==> src/rtl/tilt_pkg.sv <==
// rtl/tilt_pkg.sv - shared widths, encodings and period helper for the tilt step controller
package tilt_pkg;

  localparam int SAMPLE_W  = 10;
  localparam int AVG_DEPTH = 4;
  localparam int AVG_LOG2  = 2;
  localparam int SUM_W     = SAMPLE_W + AVG_LOG2;
  localparam int PERIOD_W  = 16;

  typedef enum logic [1:0] {
    ST_IDLE  = 2'd0,
    ST_WAIT  = 2'd1,
    ST_PULSE = 2'd2
  } step_state_t;

  typedef enum logic {
    DIR_NEG = 1'b0,
    DIR_POS = 1'b1
  } dir_t;

  // Step period in ticks: shrinks one tick per count of tilt beyond the dead-zone, floored at period_min.
  function automatic logic [PERIOD_W-1:0] calc_period(
    input logic [SAMPLE_W-1:0] mag,
    input int                  deadzone,
    input int                  period_max,
    input int                  period_min
  );
    int p;
    p = period_max - (int'(mag) - deadzone);
    if (p < period_min) p = period_min;
    return PERIOD_W'(p);
  endfunction

endpackage

==> src/rtl/axis_step_engine.sv <==
// rtl/axis_step_engine.sv - per-axis tick-driven step pulse generator
module axis_step_engine
  import tilt_pkg::*;
#(
  parameter int PULSE_TICKS = 20
) (
  input  logic                clk,
  input  logic                rst,
  input  logic                tick,
  input  logic                enable,
  input  logic                active,
  input  dir_t                sign,
  input  logic [PERIOD_W-1:0] period,
  output logic                pos_out,
  output logic                neg_out
);

  step_state_t         state_q, state_d;
  logic [PERIOD_W-1:0] cnt_q, cnt_d;
  dir_t                dir_q, dir_d;

  // State, tick counter and latched direction registers.
  always_ff @(posedge clk or negedge rst) begin
    if (!rst) begin
      state_q <= ST_IDLE;
      cnt_q   <= '0;
      dir_q   <= DIR_POS;
    end else begin
      state_q <= state_d;
      cnt_q   <= cnt_d;
      dir_q   <= dir_d;
    end
  end

  // Next state: wait out the period, then hold the latched direction for PULSE_TICKS.
  always_comb begin
    state_d = state_q;
    cnt_d   = cnt_q;
    dir_d   = dir_q;
    case (state_q)
      ST_IDLE: begin
        if (enable && active) begin
          state_d = ST_WAIT;
          cnt_d   = period;
        end
      end
      ST_WAIT: begin
        if (!enable || !active) begin
          state_d = ST_IDLE;
        end else if (tick) begin
          if (cnt_q == PERIOD_W'(1)) begin
            state_d = ST_PULSE;
            dir_d   = sign;
            cnt_d   = PERIOD_W'(PULSE_TICKS);
          end else begin
            cnt_d = cnt_q - PERIOD_W'(1);
          end
        end
      end
      ST_PULSE: begin
        // A started pulse runs to completion unless the whole block is disabled.
        if (!enable) begin
          state_d = ST_IDLE;
        end else if (tick) begin
          if (cnt_q == PERIOD_W'(1)) begin
            if (active) begin
              state_d = ST_WAIT;
              cnt_d   = period - PERIOD_W'(PULSE_TICKS);
            end else begin
              state_d = ST_IDLE;
            end
          end else begin
            cnt_d = cnt_q - PERIOD_W'(1);
          end
        end
      end
      default: state_d = ST_IDLE;
    endcase
  end

  assign pos_out = enable && (state_q == ST_PULSE) && (dir_q == DIR_POS);
  assign neg_out = enable && (state_q == ST_PULSE) && (dir_q == DIR_NEG);

endmodule

==> src/rtl/tilt_step_ctrl.sv <==
// rtl/tilt_step_ctrl.sv - accelerometer tilt to maze step strobes
module tilt_step_ctrl
  import tilt_pkg::*;
#(
  parameter int TICK_DIV    = 100000,
  parameter int DEADZONE    = 16,
  parameter int PERIOD_MAX  = 250,
  parameter int PERIOD_MIN  = 40,
  parameter int PULSE_TICKS = 20
) (
  input  logic                clk,
  input  logic                rst,
  input  logic                enable,
  input  logic                data_valid,
  input  logic [SAMPLE_W-1:0] xAxis,
  input  logic [SAMPLE_W-1:0] yAxis,
  output logic                up,
  output logic                down,
  output logic                left,
  output logic                right,
  output logic                tilt_active
);

  localparam int TW = (TICK_DIV > 1) ? $clog2(TICK_DIV) : 1;

  logic [TW-1:0]              tick_cnt;
  logic                       tick;
  logic signed [SAMPLE_W-1:0] win_x [AVG_DEPTH];
  logic signed [SAMPLE_W-1:0] win_y [AVG_DEPTH];
  logic signed [SUM_W-1:0]    sum_x, sum_y;
  logic signed [SAMPLE_W-1:0] avg_x, avg_y;
  logic [SAMPLE_W-1:0]        mag_x, mag_y;
  logic                       active_x, active_y;
  dir_t                       sign_x, sign_y;
  logic [PERIOD_W-1:0]        period_x, period_y;
  logic                       act_q;

  assign tick = (tick_cnt == TW'(TICK_DIV - 1));

  // Free-running tick divider.
  always_ff @(posedge clk or negedge rst) begin
    if (!rst) begin
      tick_cnt <= '0;
    end else if (tick) begin
      tick_cnt <= '0;
    end else begin
      tick_cnt <= tick_cnt + TW'(1);
    end
  end

  // Sample windows: newest at index 0, oldest falls off the end.
  always_ff @(posedge clk or negedge rst) begin
    if (!rst) begin
      for (int i = 0; i < AVG_DEPTH; i++) begin
        win_x[i] <= '0;
        win_y[i] <= '0;
      end
    end else if (data_valid) begin
      win_x[0] <= xAxis;
      win_y[0] <= yAxis;
      for (int i = 1; i < AVG_DEPTH; i++) begin
        win_x[i] <= win_x[i-1];
        win_y[i] <= win_y[i-1];
      end
    end
  end

  // Sign-extended window sums.
  always_comb begin
    sum_x = '0;
    sum_y = '0;
    for (int i = 0; i < AVG_DEPTH; i++) begin
      sum_x = sum_x + {{AVG_LOG2{win_x[i][SAMPLE_W-1]}}, win_x[i]};
      sum_y = sum_y + {{AVG_LOG2{win_y[i][SAMPLE_W-1]}}, win_y[i]};
    end
  end

  assign avg_x = SAMPLE_W'(sum_x >>> AVG_LOG2);
  assign avg_y = SAMPLE_W'(sum_y >>> AVG_LOG2);

  // Unsigned magnitude; -512 wraps onto 512 which is exact in 10 unsigned bits.
  assign mag_x = avg_x[SAMPLE_W-1] ? SAMPLE_W'(-avg_x) : SAMPLE_W'(avg_x);
  assign mag_y = avg_y[SAMPLE_W-1] ? SAMPLE_W'(-avg_y) : SAMPLE_W'(avg_y);

  assign active_x = (mag_x > SAMPLE_W'(DEADZONE));
  assign active_y = (mag_y > SAMPLE_W'(DEADZONE));

  assign sign_x = avg_x[SAMPLE_W-1] ? DIR_NEG : DIR_POS;
  assign sign_y = avg_y[SAMPLE_W-1] ? DIR_NEG : DIR_POS;

  assign period_x = calc_period(mag_x, DEADZONE, PERIOD_MAX, PERIOD_MIN);
  assign period_y = calc_period(mag_y, DEADZONE, PERIOD_MAX, PERIOD_MIN);

  // Registered "either axis is tilted" flag.
  always_ff @(posedge clk or negedge rst) begin
    if (!rst) begin
      act_q <= 1'b0;
    end else begin
      act_q <= active_x | active_y;
    end
  end

  assign tilt_active = act_q & enable;

  axis_step_engine #(
    .PULSE_TICKS(PULSE_TICKS)
  ) u_eng_x (
    .clk    (clk),
    .rst    (rst),
    .tick   (tick),
    .enable (enable),
    .active (active_x),
    .sign   (sign_x),
    .period (period_x),
    .pos_out(right),
    .neg_out(left)
  );

  axis_step_engine #(
    .PULSE_TICKS(PULSE_TICKS)
  ) u_eng_y (
    .clk    (clk),
    .rst    (rst),
    .tick   (tick),
    .enable (enable),
    .active (active_y),
    .sign   (sign_y),
    .period (period_y),
    .pos_out(down),
    .neg_out(up)
  );

endmodule

==> config.mk <==
export PLATFORM = sky130hd
export DESIGN_NAME = tilt_step_ctrl
export DESIGN_NICKNAME = d
export VERILOG_FILES = /design/src/rtl/tilt_pkg.sv /design/src/rtl/axis_step_engine.sv /design/src/rtl/tilt_step_ctrl.sv
export SDC_FILE = /design/constraint.sdc
export NUM_CORES = 1
export LEC_CHECK = 0
export BUFFER_PORTS_ARGS = -buffer_cell sky130_fd_sc_hd__buf_2
export CAP_MARGIN = 10
export CORE_MARGIN = 5
export CORE_UTILIZATION = 23
export DETAILED_ROUTE_END_ITERATION = 16
export GPL_TIMING_DRIVEN = 0
export SLEW_MARGIN = 30
export SYNTH_ARGS = -nofsm -noshare
export SYNTH_HDL_FRONTEND = slang
export SYNTH_SLANG_ARGS = --single-unit
export TNS_END_PERCENT = 100
==> constraint.sdc <==
create_clock -name clk -period 12.46 [get_ports clk]
set_input_delay 3.738 -clock clk [delete_from_list [all_inputs] [get_ports clk]]
set_output_delay 3.738 -clock clk [all_outputs]
set_load 0.02 [all_outputs]
==> results.py <==
metrics = {
    "floorplan": {
        "pin_count": 29,
        "die_w_um": 233,
        "initial_core_util": 0.233,
        "dieArea_um2": 54300,
        "num_rows": 81,
        "core_area_um2": 49100,
        "die_h_um": 233,
    },
    "setup_path": {
        "worstSetupPathType": "in2out",
        "end_kind": "output port",
        "arrival_ns": 4.76,
        "startpoint_type": "primary input",
        "critPathRequiredTime_ns": 8.72,
        "path_max_fanout": 10,
        "timing.rr.start": "win_y[1]",
        "crit_path_start": "enable",
    },
    "global_routing": {
        "busiest_layer": "met2",
        "antenna_found_initial": 0,
        "grt_pass1_wl_mm": 49.1,
        "use_met1": 0.154,
        "grt_usage": 0.107,
        "grtUsageMet2": 0.170,
        "grt_pass1_vias": 9735,
        "met3_usage": 0.0159,
        "grt-ovfl-total": 0,
        "grt_max_degree": 70,
    },
    "final_layout": {
        "nets": 1510,
        "fill_cells": 5318,
        "syn2layout_area_growth_pct": 14.1,
        "num_antenna_cells": 0,
        "drive_gt1_frac": 0.0937,
        "final_common_cell": "nand2_1",
        "final_cell_mix": "nand2_1 (156), inv_1 (149), dfrtp_1 (134), o21ai_0 (130), nor2_1 (94)",
        "fin_area_um2": 13100,
    },
    "timing": {
        "rsz0062_at_grt": "no",
        "fmax_mhz": 118,
        "final.min_clock_period_ns": 8.50,
        "finalMaxSlewViolations": 0,
        "worst_slack_ns": 3.96,
        "worst_pin_slew_ns": 0.891,
        "fin_skew_ns": 0.0253,
        "max-slew-margin-rel": 0.401,
        "hold_viol": 0,
        "tns_ns": 0,
        "finalSetupViolCount": 0,
        "period_share": 0.682,
    },
    "run": {
        "drv_cap": 0,
    },
    "synth": {
        "synth_area_um2": 11400,
        "yosysSeqAreaShare": 0.298,
        "synthArstFlopShare": 1.00,
        "synthDistinctLibCells": 119,
        "yosysWarnings": 0,
        "synth_edf_count": 0,
        "syn-num-nets": 1463,
        "synthFlopType": "dfrtp_1",
        "avgSynthCellArea_um2": 8.48,
        "ys_ff_latch": 136,
        "netlist_instances": 1350,
    },
    "placed_design": {
        "dp_hpwl_mm": 21.6,
        "pre_cts_ws_ns": 3.95,
        "placed_area_um2": 12500,
        "io_buffer_count": 27,
        "routabilityCongestion": 0.857,
    },
    "drt": {
        "vias": 9856,
        "routedWlPerCell_um": 13.9,
        "drcViolationCount": 0,
        "viasPerCell": 4.75,
        "ant_nets": 0,
        "wl_mm": 28.8,
        "drt_iter0_markers": 678,
        "drt_pass1_iterations": 5,
    },
    "min_path": {
        "hp-start": "tick_cnt[4]",
        "hold_class": "reg2reg",
    },
    "clock_network": {
        "post_cts_buffers": 0,
        "cts-resized-gates": 0,
        "hold_buffers": 0,
        "cts_tree": "built",
        "cts.clk_slew.worst_paths_ns": 0.06,
        "clk_latency_ns": 0.44,
        "clock-sinks": 136,
        "cts_max_level": 4,
        "clk_path_buf_depth": 2,
        "cts-root-buf": "clkbuf_16",
        "cts_made_buffers": 17,
    },
    "outcome": {
        "status": "finished, final reports clean",
    },
}
## stage by stage
| step | hold WS [ns] | std cells | util |
|---|---|---|---|
| after global placement | 0.456 | 2041 | 0.253 |
| after global routing | 0.495 | 2073 | 0.266 |
| after floorplan | 0.438 | 1350 | - |
| after CTS | 0.475 | 2073 | 0.266 |
| final | 0.467 | 2073 | 0.266 |
| after detailed placement | 0.462 | 2042 | 0.254 |
## routing by layer
| layer | vias to the layer above | part of all wire |
|---|---|---|
| li1 | 4876 | - |
| met1 | 4750 | 0.51 |
| met2 | 196 | 0.44 |
| met3 | 34 | 0.037 |
| met4 | 0 | 0.011 |
| met5 | - | 0 |
## sequential cells by signal (all words and copies together), names as in the netlist
register	flops
win_x	40
win_y	40
tick_cnt	17
u_eng_x.cnt_q	16
u_eng_y.cnt_q	16
u_eng_x.state_q	2
u_eng_y.state_q	2
act_q	1
u_eng_x.dir_q	1
u_eng_y.dir_q	1
## area by class of cell
type	count	area (um^2)	area share
Inverter	149	559	0.0428
Clock buffer	17	425	0.0326
Clock inverter	14	183	0.0140
Tap cell	664	831	0.0636
Buffer	49	218	0.0167
Timing Repair Buffer	28	173	0.0132
Sequential cell	136	3410	0.261
Multi-Input combinational cell	1016	7270	0.556
## Yosys cell counts, types with 4 or more instances
| cell type | n | share of area |
|---|---|---|
| o21ai_0 | 130 | 0.057 |
| a41oi_1 | 6 | 0.0046 |
| nand4_1 | 12 | 0.0066 |
| and3_1 | 14 | 0.0077 |
| a311o_1 | 6 | 0.0052 |
| nor3_1 | 38 | 0.017 |
| xnor2_1 | 48 | 0.037 |
| a211oi_1 | 11 | 0.0072 |
| o211a_1 | 5 | 0.0044 |
| o22ai_1 | 7 | 0.0038 |
| ha_1 | 47 | 0.051 |
| a21o_1 | 10 | 0.0066 |
| mux2i_1 | 6 | 0.0052 |
| a32oi_1 | 4 | 0.0031 |
| xor2_1 | 23 | 0.018 |
| a311oi_1 | 10 | 0.0077 |
| nor2b_1 | 8 | 0.0044 |
| o21bai_1 | 5 | 0.0033 |
| o21ai_1 | 5 | 0.0022 |
| a31oi_1 | 19 | 0.010 |
| fa_1 | 42 | 0.073 |
| a211o_1 | 7 | 0.0054 |
| and2_1 | 12 | 0.0066 |
| nor2_1 | 94 | 0.031 |
| nor3b_1 | 9 | 0.0059 |
| o211ai_1 | 14 | 0.0092 |
| inv_1 | 149 | 0.049 |
| nand3_1 | 39 | 0.017 |
| o221ai_1 | 6 | 0.0046 |
| dfrtp_1 | 134 | 0.29 |
| or2_2 | 7 | 0.0038 |
| clkbuf_1 | 39 | 0.013 |
| a21oi_1 | 37 | 0.016 |
| a221oi_1 | 4 | 0.0031 |
| or3_1 | 12 | 0.0066 |
| a2111oi_0 | 5 | 0.0038 |
| mux2_2 | 14 | 0.014 |
| nand2_1 | 156 | 0.051 |
| nor4_1 | 17 | 0.0093 |
| o21a_1 | 8 | 0.0052 |
| nand2b_1 | 6 | 0.0033 |
| o31ai_1 | 6 | 0.0039 |
| a22oi_1 | 4 | 0.0026 |
## worst max-delay path: stages
cell,delay (ns)
buf_2,0.13
clkbuf_1,0.33
nand2_1,0.09
nor2_1,0.24
buf_2,0.22
## path summary, 6_finish.rpt
kind / to / slack [ns] / cells after the start
min in group asynchronous: win_y[15] / 3.25 / 1
max in group asynchronous: u_eng_x.dir_q / 8.41 / 2
setup / recovery: left / 3.96 / 5
setup reg to reg: u_eng_y.cnt_q[6] / 4.36 / 28
hold reg to reg: tick_cnt[4] / 0.47 / 1
hold / removal: tick_cnt[4] / 0.47 / 1
## logic make-up after synthesis
family / Yosys count / share of synthesized area
AND/OR/NAND/NOR: 463 / 0.200
AO/OA/AOI/OAI: 365 / 0.224
buffers and inverters: 198 / 0.0679
flip-flops: 136 / 0.298
adder cells (fa/ha/maj): 89 / 0.125
XOR/XNOR: 79 / 0.0668
multiplexers: 20 / 0.0190
Power is left out: the tool's default activity adds up to more than one toggle a clock period on the data nets, which glitch-free logic cannot reach.
